`config.mk`:
```
export PLATFORM = sky130hd
export DESIGN_NAME = dispatch_buffer
export DESIGN_NICKNAME = d
export VERILOG_FILES = /design/src/rtl/dispatch_buffer.sv
export SDC_FILE = /design/constraint.sdc
export NUM_CORES = 1
export LEC_CHECK = 0
export CORE_AREA = 2 2 219 221
export CTS_CLUSTER_SIZE = 40
export DETAILED_ROUTE_END_ITERATION = 10
export DIE_AREA = 0 0 221 223
export GPL_ROUTABILITY_DRIVEN = 0
export PLACE_DENSITY = 0.55
export SYNTH_ARGS = -nofsm -noshare
export SYNTH_HDL_FRONTEND = slang
export SYNTH_SLANG_ARGS = --single-unit
export TNS_END_PERCENT = 100
```
`constraint.sdc`:
```
create_clock -name clk -period 5.87 [get_ports clk]
set_input_delay 1.174 -clock clk [delete_from_list [all_inputs] [get_ports clk]]
set_output_delay 1.174 -clock clk [all_outputs]
set_load 0.01 [all_outputs]
```
`src/rtl/dispatch_buffer.sv`:
```
// Dispatch stage: holds one renamed bundle, routes the oldest in-order prefix to the
// issue queues under per-queue credits, and owns the ROB tail pointer.
package dispatch_buffer_pkg;
  typedef struct packed {
    logic        is_valid;
    logic [31:0] pc;
    logic [4:0]  rd;
    logic        has_rd;
    logic        is_branch;
    logic        is_jump;
    logic        is_load;
    logic        is_store;
    logic        is_muldiv;
    logic [5:0]  prd;
  } renamed_inst_t;

  typedef struct packed {
    logic        is_valid;
    logic        is_ready;
    logic        has_exception;
    logic [3:0]  exc_cause;
    logic [31:0] pc;
    logic [4:0]  rd;
    logic        has_rd;
    logic        is_branch;
    logic        is_jump;
    logic        is_store;
  } rob_entry_t;
endpackage

module dispatch_buffer
  import dispatch_buffer_pkg::*;
#(
  parameter int DISPATCH_WIDTH = 2,
  parameter int ROB_DEPTH      = 32,
  parameter int ROB_IDX_W      = $clog2(ROB_DEPTH),
  parameter int CREDIT_W       = $clog2(DISPATCH_WIDTH + 1)
) (
  input  logic                                         clk,
  input  logic                                         rst,
  input  logic                                         flush,
  input  logic [ROB_IDX_W-1:0]                         flush_rob_tail,
  input  logic                                         in_valid,
  output logic                                         in_rdy,
  input  renamed_inst_t [DISPATCH_WIDTH-1:0]           in_insts,
  input  logic [CREDIT_W-1:0]                          alu_rs_credit,
  input  logic [CREDIT_W-1:0]                          mdu_rs_credit,
  input  logic [CREDIT_W-1:0]                          lsq_credit,
  input  logic [CREDIT_W-1:0]                          rob_credit,
  output logic [DISPATCH_WIDTH-1:0]                    alu_rs_we,
  output logic [DISPATCH_WIDTH-1:0]                    mdu_rs_we,
  output logic [DISPATCH_WIDTH-1:0]                    lsq_we,
  output renamed_inst_t [DISPATCH_WIDTH-1:0]           alu_rs_entries,
  output renamed_inst_t [DISPATCH_WIDTH-1:0]           mdu_rs_entries,
  output renamed_inst_t [DISPATCH_WIDTH-1:0]           lsq_entries,
  output logic [DISPATCH_WIDTH-1:0]                    rob_we,
  output rob_entry_t [DISPATCH_WIDTH-1:0]              rob_entries,
  output logic [DISPATCH_WIDTH-1:0][ROB_IDX_W-1:0]     disp_rob_tag,
  output logic [31:0]                                  stall_cycles
);
  localparam int W = DISPATCH_WIDTH;

  renamed_inst_t [W-1:0] slot_q, slot_d;
  logic [W-1:0]          vld_q, vld_d;
  logic [ROB_IDX_W-1:0]  tail_q, tail_d;
  logic [31:0]           stall_q, stall_d;

  logic [W-1:0] disp, is_alu, is_mdu, is_lsq;
  logic         all_disp;
  int           n_disp, n_valid;

  // Dispatch chain: a slot goes only if every older slot went and its class/ROB credit holds.
  always_comb begin
    int  c_alu, c_mdu, c_lsq;
    logic chain, ok;
    disp     = '0;
    is_alu   = '0;
    is_mdu   = '0;
    is_lsq   = '0;
    all_disp = 1'b1;
    n_disp   = 0;
    n_valid  = 0;
    c_alu    = 0;
    c_mdu    = 0;
    c_lsq    = 0;
    chain    = !rst && !flush;
    for (int k = 0; k < W; k++) begin
      is_lsq[k] = slot_q[k].is_load | slot_q[k].is_store;
      is_mdu[k] = !is_lsq[k] && slot_q[k].is_muldiv;
      is_alu[k] = !is_lsq[k] && !slot_q[k].is_muldiv;
      if (vld_q[k]) begin
        n_valid++;
        if (is_lsq[k]) c_lsq++;
        if (is_mdu[k]) c_mdu++;
        if (is_alu[k]) c_alu++;
      end
      ok = vld_q[k] && chain && ((k + 1) <= int'(rob_credit)) &&
           (!is_lsq[k] || c_lsq <= int'(lsq_credit)) &&
           (!is_mdu[k] || c_mdu <= int'(mdu_rs_credit)) &&
           (!is_alu[k] || c_alu <= int'(alu_rs_credit));
      disp[k] = ok;
      chain   = ok;
      if (ok) n_disp++;
      if (vld_q[k] && !ok) all_disp = 1'b0;
    end
  end

  assign in_rdy = !rst && !flush && all_disp;

  always_comb begin
    for (int k = 0; k < W; k++) begin
      alu_rs_we[k]    = disp[k] & is_alu[k];
      mdu_rs_we[k]    = disp[k] & is_mdu[k];
      lsq_we[k]       = disp[k] & is_lsq[k];
      rob_we[k]       = disp[k];
      disp_rob_tag[k] = tail_q + ROB_IDX_W'(k);
      rob_entries[k]           = '0;
      rob_entries[k].is_valid  = 1'b1;
      rob_entries[k].pc        = slot_q[k].pc;
      rob_entries[k].rd        = slot_q[k].rd;
      rob_entries[k].has_rd    = slot_q[k].has_rd;
      rob_entries[k].is_branch = slot_q[k].is_branch;
      rob_entries[k].is_jump   = slot_q[k].is_jump;
      rob_entries[k].is_store  = slot_q[k].is_store;
    end
  end

  assign alu_rs_entries = slot_q;
  assign mdu_rs_entries = slot_q;
  assign lsq_entries    = slot_q;
  assign stall_cycles   = stall_q;

  always_comb begin
    slot_d  = slot_q;
    vld_d   = '0;
    tail_d  = tail_q + ROB_IDX_W'(n_disp);
    stall_d = stall_q;
    if (vld_q != '0 && n_disp < n_valid && stall_q != 32'hFFFF_FFFF)
      stall_d = stall_q + 32'd1;
    // Leftover slots slide down so the buffer stays compacted at slot 0.
    for (int j = 0; j < W; j++) begin
      if (j + n_disp < W) begin
        slot_d[j] = slot_q[j + n_disp];
        vld_d[j]  = vld_q[j + n_disp];
      end
    end
    if (in_valid && in_rdy) begin
      slot_d = in_insts;
      for (int k = 0; k < W; k++) vld_d[k] = in_insts[k].is_valid;
    end
    if (flush) begin
      vld_d  = '0;
      tail_d = flush_rob_tail;
    end
  end

  always_ff @(posedge clk) begin
    if (rst) begin
      slot_q  <= '0;
      vld_q   <= '0;
      tail_q  <= '0;
      stall_q <= '0;
    end else begin
      slot_q  <= slot_d;
      vld_q   <= vld_d;
      tail_q  <= tail_d;
      stall_q <= stall_d;
    end
  end
endmodule
```
# Word-level counts from Yosys, hierarchy flattened
# Cells that the tools add are included.
# totals
register_bits	139
output_inout_bits	447
# op_classes
magnitude_cmp	13
n_eq_ne	5
n_bitwise	8
addsub	9
reduce_logical	45
n_mux	37
# op_table
cell	n
two-way mux 50 bit	8
two-way mux 32 bit	8
<= comparator 32 x 3 -> 1 bit	6
adder 32 x 2 -> 32 bit, second input constant	5
< comparator 32 x 3 -> 1 bit, second input constant	4
two-way mux 100 bit	1
adder 2 x 32 -> 32 bit, first input constant	1
adder 32 x 1 -> 32 bit, second input constant	1
< comparator 32 bit	1
!= test 32 bit, second input constant	1
logical AND 1 bit	21
two-way mux 1 bit	18
zero test 1 bit	12
!= test 5 x 4 -> 1 bit, second input constant	2
!= test 4 x 3 -> 1 bit, second input constant	2
AND 1 bit	6
logical OR 1 bit	6
nonzero test 2 bit	3
adder 5 x 1 -> 5 bit, second input constant	1
adder 5 bit	1
two-way mux 5 bit	1
AND reduction 2 bit	2
<= comparator 1 x 2 -> 1 bit, first input constant	1
<= comparator 2 bit, first input constant	1
3 further kinds	4

# Logic depth before layout (Yosys ltp)
# logic_depth
ltp_word	21
ltp_mapped	19
depth_no_buf	19

# Worst setup path after synthesis
# No wires, ideal clock.
# synth_path
path_kind	in2reg
start	input mdu_rs_credit[0]
end	register stall_q[26], in the netlist stall_cycles[26]
t_arrival_ns	4.693
stages	15
path_buffers	1
setup_slack_ns	1.049
cell_sequence	ha_1 -> or4b_1 -> o41ai_1 -> a211oi_2 -> inv_2 -> nor3_1 -> inv_1 -> ha_1 -> nand2b_1 -> a211o_1 -> clkbuf_1 -> nor4_1 -> nand4_1 -> xor2_1 -> nor2_1
# synth_via
elab_chain_cells	13
word_cells_on_any_way	17
# synth_rtl
element	line_no	text
from (decl)	47	input logic [CREDIT_W-1:0] mdu_rs_credit,
<= comparator 32 x 3 -> 1 bit	99	(!is_mdu[k] || c_mdu <= int'(mdu_rs_credit)) &&
logical OR 1 bit	99	
logical AND 1 bit	98	(!is_lsq[k] || c_lsq <= int'(lsq_credit)) &&
logical AND 1 bit	99	
net rob_we[0]	56	output logic [DISPATCH_WIDTH-1:0] rob_we,
logical AND 1 bit (3 in a row)	97	ok = vld_q[k] && chain && ((k + 1) <= int'(rob_credit)) &&
logical AND 1 bit	98	
logical AND 1 bit	99	
net rob_we[1]	56	
two-way mux 32 bit	103	if (ok) n_disp++;
< comparator 32 bit	138	if (vld_q != '0 && n_disp < n_valid && stall_q != 32'hFFFF_FFFF)
logical AND 1 bit (2 in a row)	138	
to (signal assigned)	167	stall_q <= stall_d;
to (decl)	66	logic [31:0] stall_q, stall_d;
# The timed path passes the listed nets, and every way through them passes these cells.
# A chain may end at the register's enable or synchronous reset.

# Worst setup path in the final report
# layout_path
start	input mdu_rs_credit[0]
end	output mdu_rs_we[1]
# layout_via
elab_chain_cells	10
word_cells_on_any_way	12
# layout_rtl
element	line_no	text
<= comparator 32 x 3 -> 1 bit	99	
logical OR 1 bit	99	
logical AND 1 bit	98	
logical AND 1 bit	99	
logical AND 1 bit (3 in a row)	97	
logical AND 1 bit (*)	98	
logical AND 1 bit (*)	99	
AND 1 bit (*)	113	mdu_rs_we[k] = disp[k] & is_mdu[k];
to (decl)	51	output logic [DISPATCH_WIDTH-1:0] mdu_rs_we,
# Mark *: on every way between the ends. The rest lies on a longest branch, timed or not.

==> run summary <==
Clock Root Buffer - clkbuf_16
# resized after CTS - 0
Core Util, Final - 29.47%
Share of layout cells above drive strength 1 - 8.734%
Post-Syn Area - 9434 um2
Hold path startpoint - alu_rs_entries[63]
Largest net degree at the start of global routing - 96
Hold path cells - 2
RSZ-0062 raised after global routing - no
Post-Layout Cell Count - 1967
CTS Sinks - 139
Worst min path class - flop to flop
Worst r2r dst - stall_cycles[30]
Mapped Cells - 1101
Hold Vio Cnt, Final - 0
Max Cap Violations - 0
Hold Path Sink - alu_rs_entries[63]
Detailed placer's ending HPWL - 25740 um
Drt drc - 0
Worst VDD drop - 0.0001475 V
Vias - 8002
Clock latency at the later pin of the worst-skew pair - 0.48 ns
Critical path capture point type - primary output
Worst-margin pin slew - 0.9487 ns
# port buffers - 549
Maximum root-to-sink buffer count - 2
Layout area overhead - 47.28%
CP max FO - 6
Worst-path cell chain - clkdlybuf4s50_1 > ha_1 > or4b_1 > o41ai_1 > a211oi_2 > inv_2 > nor3_1 > inv_1 > nor3_1 > clkdlybuf4s50_1
Setup repair bufs after CTS - 0
Post-CTS Hold Buffers - 0
Width of the die - 221 um
1st-pass router iterations - 5
Dpl cells - 1934
Initial antenna violation count - 1
Die area - 49280 um2
Final wirelength - 33820 um
Post-synth EDFFs - 0
Initial Util - 20.01%
Placeable Area - 47150 um2
Period minus WS final - 5.475 ns
Routed Antenna Nets - 0
Final Cycle Share - 93.27%
Worst slew margin - 36.28%
F_max - 182.6 MHz
Crit path DAT - 4.30 ns
Synth async-reset ratio - 0%
Post-route cell area - 13890 um2
Leakage power - 5.099 nW
Rows - 80
R2r startpoint - alu_rs_entries[57]
Fin. max-slew vios - 0
Final setup skew - 0.01455 ns
Worst R2R Setup Slack - 0.70 ns
H-tree Lvls - 4
Fill cell count - 4996
Avg WL per Cell - 17.19 um
Synth Area per Inst - 8.569 um2
Top delay family on crit path - buffers and inverters
Crit path kind - input pin to primary output
Die H - 223 um
Setup Viol. Count Final - 0
Distinct cells, synth - 55
Setup_tns - 0 ns
CTS tree - yes
Required @ worst endpoint - 4.70 ns
Number of buffers and inverters on the critical path - 4
CP Launch Type - input pin
Placement Cell Area - 13280 um2
Initial DRC Count - 301
Vias in the first global route - 7606
Post-synthesis register bit count - 139
Final nets - 1477
Tot GR Track Use - 13.20%
CP max stage cell - clkdlybuf4s50_1
Status - complete, no violations
# IOs - 564
Max stage delay on crit path - 0.62 ns
Global-route wire length before repair - 49210 um
CTS clk-pin slew, worst paths - 0.06 ns
CTS Buf Count - 17
Global route overflow - 0
YS warnings - 0
Vias per inst - 4.068
R2R depth - 17
Register area share after synthesis - 29.50%
Power per cell area - 204.0 nW/um2
Top_reg_cell synth - dfxtp_1
[sequential cells by signal, indices dropped and copies added, names as in the netlist]
signal,count
alu_rs_entries,100
vld_q,2
tail_q,5
stall_cycles,32
[area by class of cell]
class	instances	area [um2]	share of cell area, %
repair buffers	562	5603	40.32
inverters	66	247.7	1.783
well taps	615	769.5	5.538
diodes	1	2.502	0.01801
clock inverters	14	168.9	1.216
clock buffers	18	439.2	3.161
flip-flops and latches	139	2783	20.03
multi-input cells	552	3881	27.93
[placed cells by master, fill, tap and decap left out, drive strengths merged, types with 2 or more instances in the layout]
cell / instances
conb: 14
clkbuf: 18
xor2: 11
o41ai: 50
nor4: 10
mux2: 51
nor2: 145
ha: 21
nand4b: 2
or3: 2
a21oi: 59
clkinv: 7
xnor2: 22
and2: 4
or2: 2
nor4b: 2
dfxtp: 139
o21ai: 56
nand3b: 4
and4: 5
or4b: 2
inv: 68
bufinv: 3
nand3: 15
o211ai: 3
nand2: 18
and3: 6
clkdlybuf4s50: 548
buf: 14
clkinvlp: 2
nor2b: 5
nor3b: 2
mux2i: 7
nand4: 11
nor3: 11
[worst register-to-register path: cells and delay by family, from the launching register on]
kind                     cells  cell delay [ns]
adder cells (fa/ha/maj)      3             0.99
flip-flops                   1             0.42
AO/OA/AOI/OAI                2             0.63
AND/OR/NAND/NOR              9             2.39
buffers and inverters        2             0.44
XOR/XNOR                     1             0.16
[Yosys cell counts, drive strengths merged, types with 15 or more instances]
library cell  count  area share, %
buf             325             26
nor2            145            6.0
dfxtp           139             29
inv              66            2.6
a21oi            59            3.1
o21ai            56            3.0
mux2             51            8.1
o41ai            50            5.4
clkbuf           31            1.2
xnor2            22            2.0
ha               21            2.8
nand2            18           0.72
nand3            15           0.80
[metrics by stage]
step	total power, mW	setup WS (ns)	hold WS, ns
2_1_floorplan	1.429	1.049	0.5140
3_3_place_gp	1.701	0.4306	0.5191
3_5_place_dp	1.707	0.2449	0.5211
4_1_cts	2.893	0.3140	0.5423
5_1_grt	2.957	0.07392	0.5759
6_report	2.834	0.3949	0.5387
[worst max path at each step]
stage	startpoint	end	slack, ns	depth (start not counted)
3_3_place_gp	mdu_rs_credit[0]	stall_cycles[30]	0.43	15
2_1_floorplan	mdu_rs_credit[0]	stall_cycles[26]	1.05	15
6_report	mdu_rs_credit[0]	mdu_rs_we[1]	0.39	10
5_1_grt	alu_rs_entries[57]	mdu_rs_we[1]	0.07	12
3_5_place_dp	mdu_rs_credit[0]	stall_cycles[30]	0.24	15
4_1_cts	alu_rs_entries[57]	mdu_rs_we[1]	0.31	12
[report_power, final]
part	leakage, nW	internal, mW	switching (mW)
registers	1.13	0.986	0.0724
clock network	0.296	0.678	0.475
logic	3.67	0.381	0.240
total	5.10	2.05	0.788
[cell families (layout without fill, tap and decap cells)]
group | after synthesis | in the layout | synth area share [%]
AO/OA/AOI/OAI | 176 | 176 | 12.60
XOR/XNOR | 33 | 33 | 3.064
adder cells (fa/ha/maj) | 22 | 22 | 2.997
buffers and inverters | 422 | 660 | 30.01
flip-flops | 139 | 139 | 29.50
multiplexers | 58 | 58 | 8.820
other | 2 | 15 | 0.07961
AND/OR/NAND/NOR | 249 | 249 | 12.93
[routing by layer]
layer / wire, um / up-vias / track usage, %
met3: 1909 / 20 / 3.780
met1: 14810 / 3806 / 16.10
met2: 16700 / 317 / 22.49
li1: - / 3859 / -
met5: 0 / - / 0
met4: 403 / 0 / 3.919
No activity file was read; power rests on OpenSTA's default activity.
